`config.mk`:
```
export PLATFORM = sky130hd
export DESIGN_NAME = spart_echo_driver_flat
export DESIGN_NICKNAME = d
export VERILOG_FILES = /design/src/rtl/spart_echo_driver_if.sv /design/src/rtl/spart_echo_driver.sv /design/src/flat_wrapper.sv
export SDC_FILE = /design/constraint.sdc
export NUM_CORES = 1
export LEC_CHECK = 0
export CORE_MARGIN = 2
export CORE_UTILIZATION = 48
export CTS_CLUSTER_DIAMETER = 150
export DETAILED_ROUTE_END_ITERATION = 7
export GPL_TIMING_DRIVEN = 0
export PLACE_DENSITY = 0.85
export SYNTH_ARGS = -nofsm -noshare
export SYNTH_HDL_FRONTEND = slang
export SYNTH_SLANG_ARGS = --single-unit
```
`constraint.sdc`:
```
create_clock -name clk -period 1.7 [get_ports clk]
set_clock_uncertainty 0.15 [all_clocks]
set_input_delay 0.34 -clock clk [delete_from_list [all_inputs] [get_ports clk]]
set_output_delay 0.34 -clock clk [all_outputs]
set_load 0.02 [all_outputs]
```
`src/rtl/spart_echo_driver_if.sv`:
```
// SPART I/O register bus between the echo driver (master) and the SPART (slave).
// One access = one cycle with iocs_n low, no back-pressure on the bus itself.
// The only flow control is the two queue flags: the master may read while rx_q_empty is low
// and write while tx_q_full is low, and it acts on the flag values seen at the clock edge.
interface spart_echo_driver_if;
  logic       iocs_n;
  logic       iorw_n;
  logic [1:0] ioaddr;
  logic [7:0] io_wdata;
  logic [7:0] io_rdata;
  logic       tx_q_full;
  logic       rx_q_empty;

  modport master (
    output iocs_n, iorw_n, ioaddr, io_wdata,
    input  io_rdata, tx_q_full, rx_q_empty
  );

  modport slave (
    input  iocs_n, iorw_n, ioaddr, io_wdata,
    output io_rdata, tx_q_full, rx_q_empty
  );
endinterface

```
`src/rtl/spart_echo_driver.sv`:
```
// CPU-less SPART bring-up engine: programs the baud divisor, then echoes every received byte
// back to the TX queue (optionally ASCII case-swapped), holding at most one byte at a time.
module spart_echo_driver #(
  parameter logic [15:0] DIVISOR   = 16'd325,
  parameter bit          CASE_SWAP = 1'b0
) (
  input  logic                       clk,
  input  logic                       rst_n,
  spart_echo_driver_if.master        bus,
  output logic                       init_done,
  output logic [15:0]                echo_cnt,
  output logic [7:0]                 last_byte,
  output logic [2:0]                 state_dbg_o
);

  typedef enum logic [2:0] {
    INIT_DBL = 3'd0,
    INIT_DBH = 3'd1,
    IDLE     = 3'd2,
    RD_RX    = 3'd3,
    WAIT_TX  = 3'd4,
    WR_TX    = 3'd5
  } state_e;

  state_e      state_q, state_d;
  logic        armed_q;
  logic [7:0]  hold_q, hold_d;
  logic        cs_n_q, cs_n_d;
  logic        rw_n_q, rw_n_d;
  logic [1:0]  addr_q, addr_d;
  logic [7:0]  wdata_q, wdata_d;
  logic        init_done_q, init_done_d;
  logic [15:0] echo_cnt_q, echo_cnt_d;
  logic [7:0]  last_byte_q, last_byte_d;

  function automatic logic [7:0] swap_case(input logic [7:0] b);
    if (CASE_SWAP && b >= 8'h61 && b <= 8'h7A) return b - 8'h20;
    if (CASE_SWAP && b >= 8'h41 && b <= 8'h5A) return b + 8'h20;
    return b;
  endfunction

  always_comb begin
    state_d     = state_q;
    hold_d      = hold_q;
    init_done_d = init_done_q;
    echo_cnt_d  = echo_cnt_q;
    last_byte_d = last_byte_q;
    cs_n_d      = 1'b1;
    rw_n_d      = 1'b1;
    addr_d      = 2'b00;
    wdata_d     = 8'h00;

    // The first cycle after reset keeps the bus idle and only arms the INIT_DBL access.
    if (!armed_q) begin
      state_d = INIT_DBL;
    end else begin
      case (state_q)
        INIT_DBL: state_d = INIT_DBH;
        INIT_DBH: begin
          state_d     = IDLE;
          init_done_d = 1'b1;
        end
        IDLE:     if (!bus.rx_q_empty) state_d = RD_RX;
        RD_RX: begin
          hold_d  = swap_case(bus.io_rdata);
          state_d = WAIT_TX;
        end
        WAIT_TX:  if (!bus.tx_q_full) state_d = WR_TX;
        WR_TX: begin
          echo_cnt_d  = echo_cnt_q + 16'd1;
          last_byte_d = hold_q;
          state_d     = bus.rx_q_empty ? IDLE : RD_RX;
        end
        default:  state_d = INIT_DBL;
      endcase
    end

    // Bus registers are loaded from the state being entered, so the access lines up with it.
    case (state_d)
      INIT_DBL: begin
        cs_n_d  = 1'b0;
        rw_n_d  = 1'b0;
        addr_d  = 2'b10;
        wdata_d = DIVISOR[7:0];
      end
      INIT_DBH: begin
        cs_n_d  = 1'b0;
        rw_n_d  = 1'b0;
        addr_d  = 2'b11;
        wdata_d = DIVISOR[15:8];
      end
      RD_RX: begin
        cs_n_d = 1'b0;
        rw_n_d = 1'b1;
      end
      WR_TX: begin
        cs_n_d  = 1'b0;
        rw_n_d  = 1'b0;
        wdata_d = hold_q;
      end
      default: ;
    endcase
  end

  always_ff @(posedge clk or negedge rst_n) begin
    if (!rst_n) begin
      state_q     <= INIT_DBL;
      armed_q     <= 1'b0;
      hold_q      <= 8'h00;
      cs_n_q      <= 1'b1;
      rw_n_q      <= 1'b1;
      addr_q      <= 2'b00;
      wdata_q     <= 8'h00;
      init_done_q <= 1'b0;
      echo_cnt_q  <= 16'h0000;
      last_byte_q <= 8'h00;
    end else begin
      state_q     <= state_d;
      armed_q     <= 1'b1;
      hold_q      <= hold_d;
      cs_n_q      <= cs_n_d;
      rw_n_q      <= rw_n_d;
      addr_q      <= addr_d;
      wdata_q     <= wdata_d;
      init_done_q <= init_done_d;
      echo_cnt_q  <= echo_cnt_d;
      last_byte_q <= last_byte_d;
    end
  end

  assign bus.iocs_n   = cs_n_q;
  assign bus.iorw_n   = rw_n_q;
  assign bus.ioaddr   = addr_q;
  assign bus.io_wdata = wdata_q;
  assign init_done    = init_done_q;
  assign echo_cnt     = echo_cnt_q;
  assign last_byte    = last_byte_q;
  assign state_dbg_o  = state_q;

endmodule

```
`src/flat_wrapper.sv`:
```
// flat-port wrapper written by rule: the top's interface ports become plain ports
module spart_echo_driver_flat 
#(
  parameter logic [15:0] DIVISOR   = 16'd325,
  parameter bit          CASE_SWAP = 1'b0
)
  (clk, rst_n, init_done, echo_cnt, last_byte, state_dbg_o, bus_iocs_n, bus_iorw_n, bus_ioaddr, bus_io_wdata, bus_io_rdata, bus_tx_q_full, bus_rx_q_empty);
  spart_echo_driver_if bus_i ();
  input  logic clk;
  input  logic rst_n;
  output logic init_done;
  output logic [15:0] echo_cnt;
  output logic [7:0] last_byte;
  output logic [2:0] state_dbg_o;
  output wire logic [$bits(bus_i.iocs_n)-1:0] bus_iocs_n;
  output wire logic [$bits(bus_i.iorw_n)-1:0] bus_iorw_n;
  output wire logic [$bits(bus_i.ioaddr)-1:0] bus_ioaddr;
  output wire logic [$bits(bus_i.io_wdata)-1:0] bus_io_wdata;
  input wire logic [$bits(bus_i.io_rdata)-1:0] bus_io_rdata;
  input wire logic [$bits(bus_i.tx_q_full)-1:0] bus_tx_q_full;
  input wire logic [$bits(bus_i.rx_q_empty)-1:0] bus_rx_q_empty;
  assign bus_iocs_n = bus_i.iocs_n;
  assign bus_iorw_n = bus_i.iorw_n;
  assign bus_ioaddr = bus_i.ioaddr;
  assign bus_io_wdata = bus_i.io_wdata;
  assign bus_i.io_rdata = bus_io_rdata;
  assign bus_i.tx_q_full = bus_tx_q_full;
  assign bus_i.rx_q_empty = bus_rx_q_empty;
  spart_echo_driver #(.DIVISOR(DIVISOR), .CASE_SWAP(CASE_SWAP)) u_core (.clk(clk), .rst_n(rst_n), .bus(bus_i), .init_done(init_done), .echo_cnt(echo_cnt), .last_byte(last_byte), .state_dbg_o(state_dbg_o));
endmodule
```
==> run metrics, run 1 <==
first-pass GRT wire length 6140 microns; clock sinks 49; Worst Setup Path Type register to output pin; die footprint 4690 sq um; WP data arrival 1150 ps; largest net degree at the start of global routing 38; GR peak layer met2; clk root buf clkbuf_8; grt ovf 0; clock-pin slew on the worst setup and hold paths 80 ps; YS warnings 0; R2R Setup Slk 60 ps; Worst path top cell family by delay flip-flops; Hold Crit Class input pin to asynchronous set/reset pin; maximum clock insertion buffer count 2; die height 68.5 microns; routed via count 1363; Worst setup EP type output pin; Port Buffers 51; final wirelength 3820 microns; CP max stage cell dfstp_2; DR iter-0 viols 65; ys flop type dfrtp_1; Final Hold Fails 0; Post-synth EDFFs 0; CTS tree built; Synthesized Nets 165; period utilisation layout 96.4%; Crit. path cell count 1; Synth cell types 32; Tmin final 1640 ps; CTS H-Tree Depth 2; DR pass1 iterations 6; synthesized flop and latch total 49; pwr dens 999 nW/um^2; Mapped Area 2000 sq um; initial antenna violation count 0; die width 68.5 microns; RSZ-0062 raised after global routing yes; r2r endpoint u_core.echo_cnt[13]; worst-skew pair later-pin latency 310 ps; CP Buf/Inv Count 1; GR Layer Usage met1 23.5%; LEAKAGE 1.43 nW; nets@finish 232; drt wl/cell 14.1 microns; grt met2 use 29.1%; FF+latch area 1230 sq um; syn_area_per_cell 13.1 sq um; Crit path required time 1210 ps; Final setup viols 0; # fillers 319; total power draw 2.71 mW; final max-slew violation count 0; placed insts 254; Crit path largest cell delay 530 ps; CP Launch Type register; final HPWL from detailed placement 2690 microns; Placed Area 2590 sq um; Seq/Total Area, Yosys 61.5%; DRC 0; Area growth syn-to-layout 35.9%; Critical Path Sink bus_iocs_n; layout cells sized above 1 20.9%; status finished clean; post-synthesis instance total 152; RR Startpoint u_core.echo_cnt[2]; GP Congestion 0.773; fmax 0.610 GHz; row count 23; Non-Filler Instances 270; Antenna Nets Post-Route 0; asr flop ratio synth 100%; max_cap viols 0; reg2reg path depth 4; met3 Use GR 5.19%; finished layout cell area 2720 sq um; Ant. Diodes 0; Starting Density 50.0%; multi-input combinational cell area 752 sq um; number of global-route vias before repair 1307; CTS Buf Count 5; maximum fanout along the worst path 1; core region area 4000 sq um; GRT Total Usage 18.3%; Critical Path Start u_core.bus.iocs_n; critical path cell sequence dlygate4sd2_1; VDD IR max 812 uV; vias per cell 5.05; Ports 52
[power by group]
part,switching [mW],internal (mW),total (mW)
combinational,0.285,0.280,0.565
clock,0.388,0.292,0.680
sequential,0.114,1.35,1.47
[through the flow]
step           TNS (ps)  hold slack [ps]  setup WS, ps  utilization [%]
6_report              0              304          60.6             67.9
5_1_grt            -291              337         -53.7             67.9
4_1_cts               0              299          6.73             66.1
3_5_place_dp       -276             99.1         -37.2             64.7
3_3_place_gp     -56150              299         -1170             64.3
2_1_floorplan         0             -106          50.4                -
[synthesized netlist by cell type (all sizes together) (2+ instances only)]
cell    instances  area share, %
buf             2           0.63
dfstp           2            2.6
xor2            6            2.6
clkbuf          3           0.56
nor2            6            1.1
xnor2           9            3.9
inv             3           0.56
a21oi           3           0.75
nor4            2            2.1
and2            8            2.5
a21o            3            1.1
nand3          10            2.8
nand2           8            1.5
o21ai           2           0.50
dfrtp          47             59
nor3            2           0.50
mux2           16            9.0
o21a            2           0.75
nor2b           7            2.2
[how the worst min path moves through the flow]
stage,cells after the start,slack [ps],end,startpoint
floorplan,0,-110,u_core.armed_q,rst_n
global placement,1,300,u_core.init_done,u_core.init_done
finish,2,300,u_core.echo_cnt[6],rst_n
global route,1,340,u_core.echo_cnt[15],u_core.echo_cnt[15]
CTS,2,300,u_core.echo_cnt[6],rst_n
detailed placement,1,100,u_core.echo_cnt[6],rst_n
[registers in the layout, summed over array words and instances (netlist names), 2 cells and up]
register,flops
u_core.bus.ioaddr,2
u_core.echo_cnt,16
u_core.hold_q,8
u_core.bus.io_wdata,8
u_core.last_byte,8
u_core.state_dbg_o,3
[layout make-up]
type | count | area share, %
multi-input cells | 95 | 27.7
clock inverters | 3 | 0.829
well taps | 50 | 2.30
inverters | 3 | 0.415
plain buffers | 4 | 0.921
clock buffers | 5 | 2.53
flip-flops and latches | 49 | 45.2
repair buffers | 61 | 20.1
[layout by cell type (no fill, tap or decap), types with 8 or more instances in the layout]
cell             synthesis  routed
dfrtp_1                 47      47
dlygate4sd2_1            0      40
mux2_2                  16      16
clkdlybuf4s50_1          0      10
nand3_1                  9       9
xnor2_1                  9       9
and2_1                   8       8
nand2_1                  8       8
buf_4                    1       8
[metal layers]
metal,share of wire (%),routed length (microns)
met2,50,1890
met1,42,1620
met5,0,0
met3,7.0,268
met4,1.2,44
[cell families (layout without fill, tap and decap cells)]
family,Yosys count,count (layout),synth area share (%)
AO/OA/AOI/OAI,12,12,4.07
XOR/XNOR,15,15,6.58
adder cells (fa/ha/maj),1,1,0.626
buffers and inverters,8,76,1.75
flip-flops,49,49,61.5
multiplexers,17,17,9.52
other,1,1,0.188
AND/OR/NAND/NOR,49,49,15.8
[what timing repair did]
action / CTS / global route
setup buffers: 0 / 8
setup endpoints to repair: 50 / 27
pin swaps: 1 / 4
resized for setup: 43 / 6
hold buffers: 1 / 0
endpoints found under the hold margin: 10 / 0
Power figures use the tool's default switching activity.
==> run 2: changes to the inputs <==
--- a/config.mk
+++ b/config.mk
@@ -5,7 +5,6 @@
 export SDC_FILE = /design/constraint.sdc
 export NUM_CORES = 1
 export LEC_CHECK = 0
-export CORE_MARGIN = 2
 export CORE_UTILIZATION = 48
 export CTS_CLUSTER_DIAMETER = 150
 export DETAILED_ROUTE_END_ITERATION = 7
==> run 2 against run 1 <==
Compared with the run above:
- sequential share of layout area fell by 0.39 points
- largest power group unchanged
- clock power grew 21%
- non-clock buffer count up 1
- combinational power rose by 1%
- final cell count grew 0.37%
- flip-flop and latch count is the same
- sequential power hardly changed
- first-iteration DRC count is 28% lower
- maximum frequency fell by 0.66%
==> run metrics, run 2 (same netlist as run 1, synthesis figures left out) <==
status finished clean; GRT Total Usage 19.1%; Final setup viols 0; RSZ-0062 raised after global routing yes; final HPWL from detailed placement 2620 microns; Area growth syn-to-layout 37.1%; CTS Buf Count 5; initial antenna violation count 0; maximum fanout along the worst path 3; die width 66.5 microns; routed via count 1368; largest net degree at the start of global routing 42; final max-slew violation count 0; Hold Crit Class input pin to asynchronous set/reset pin; setup slack at placement -62.3 ps; Final WS setup 49.7 ps; Worst Setup Path Type register to output pin; die height 66.5 microns; Ant. Diodes 0; max_cap viols 0; drt wl/cell 14.1 microns; vias per cell 5.05; # fillers 317; DR iter-0 viols 47; period utilisation layout 97.1%; placed insts 254; Ports 52; finished layout cell area 2740 sq um; Final Util 68.5%; layout cells sized above 1 20.8%; pwr dens 1050 nW/um^2; die footprint 4420 sq um; clk root buf clkbuf_8; Worst setup EP type output pin; CP Launch Type register; Antenna Nets Post-Route 0; row count 23; Critical Path Start u_core.state_dbg_o[1]; final wirelength 3830 microns; core region area 4000 sq um; clock sinks 49; multi-input combinational cell area 749 sq um; Final Hold Fails 0; grt ovf 0; commonest cells after routing, fill and taps aside 47 x dfrtp_1, 40 x dlygate4sd2_1, 16 x mux2_2; clock-pin slew on the worst setup and hold paths 90 ps; first-pass GRT wire length 6130 microns; number of global-route vias before repair 1289; Port Buffers 51; maximum clock insertion buffer count 2; GP Congestion 0.747; DR pass1 iterations 7; FF+latch area 1230 sq um; CTS H-Tree Depth 2; number of flip-flops under the largest register name 16; Tmin final 1650 ps; WP data arrival 1160 ps; Starting Density 50.0%; LEAKAGE 1.44 nW; RR Startpoint u_core.state_dbg_o[1]; VDD IR max 564 uV; CTS tree built; most common cell after layout, fill and taps aside dfrtp_1; Placed Area 2590 sq um; Crit path required time 1210 ps; DRC 0; nets@finish 233; fmax 0.606 GHz; Non-Filler Instances 271; worst-skew pair later-pin latency 300 ps
[run 2: cell count changes in the layout (fill, tap and decap cells not counted), sizes merged]
cell and change:
clkbuf +2, clkinv -2, bufinv +1
[run 2: report_power, final]
part           switching, mW  internal (mW)
Sequential             0.116           1.35
Clock                  0.381          0.442
Combinational          0.290          0.283
Total                  0.788           2.08
[run 2: per-stage QoR]
step / power (mW) / TNS (ps) / hold WS [ps]
finish: 2.87 / 0 / 264
global route: 3.01 / -40.3 / 262
CTS: 2.89 / 0 / 264
detailed placement: 2.12 / -509 / 57.0
global placement: 2.10 / -56370 / 300
floorplan: 1.82 / 0 / -106
[run 2: path summary, 6_finish.rpt]
| kind | to | slack (ps) | cells after the start |
|---|---|---|---|
| worst max-delay path | state_dbg_o[1] | 50 | 2 |
| worst min-delay path | u_core.echo_cnt[10] | 260 | 2 |
| worst max register to register | u_core.echo_cnt[13] | 60 | 4 |
| worst min register to register | u_core.init_done | 320 | 1 |
| max in group asynchronous | u_core.bus.iocs_n | 610 | 3 |
| min in group clk | u_core.init_done | 320 | 1 |
[run 2: worst max-delay path: stages, from the launching register on]
cell and delay, ps:
dfrtp_1 410, buf_4 140, dlygate4sd2_1 310
[run 2: metal layers]
layer | part of all wire [%] | routed length (microns) | global-route usage [%] | vias up
met2 | 49 | 1890 | 30.7 | 48
met5 | 0 | 0 | 0 | -
met1 | 44 | 1700 | 24.2 | 658
met4 | 1.6 | 61 | 9.04 | 0
li1 | - | - | - | 654
met3 | 4.6 | 178 | 4.62 | 8
[run 2: layout make-up]
| class | instances | area share [%] |
|---|---|---|
| Buffer | 5 | 1.14 |
| Clock buffer | 6 | 2.65 |
| Clock inverter | 2 | 1.42 |
| Inverter | 3 | 0.411 |
| Multi-Input combinational cell | 95 | 27.4 |
| Sequential cell | 49 | 44.8 |
| Tap cell | 50 | 2.28 |
| Timing Repair Buffer | 61 | 19.9 |
[run 2: timing repair]
item	CTS	global route
endpoints found under the setup margin	52	20
gates resized for setup	44	4
hold buffers	1	0
gates cloned	0	0
buffers inserted	1	7
pin swaps	2	3
hold endpoints to repair	8	0
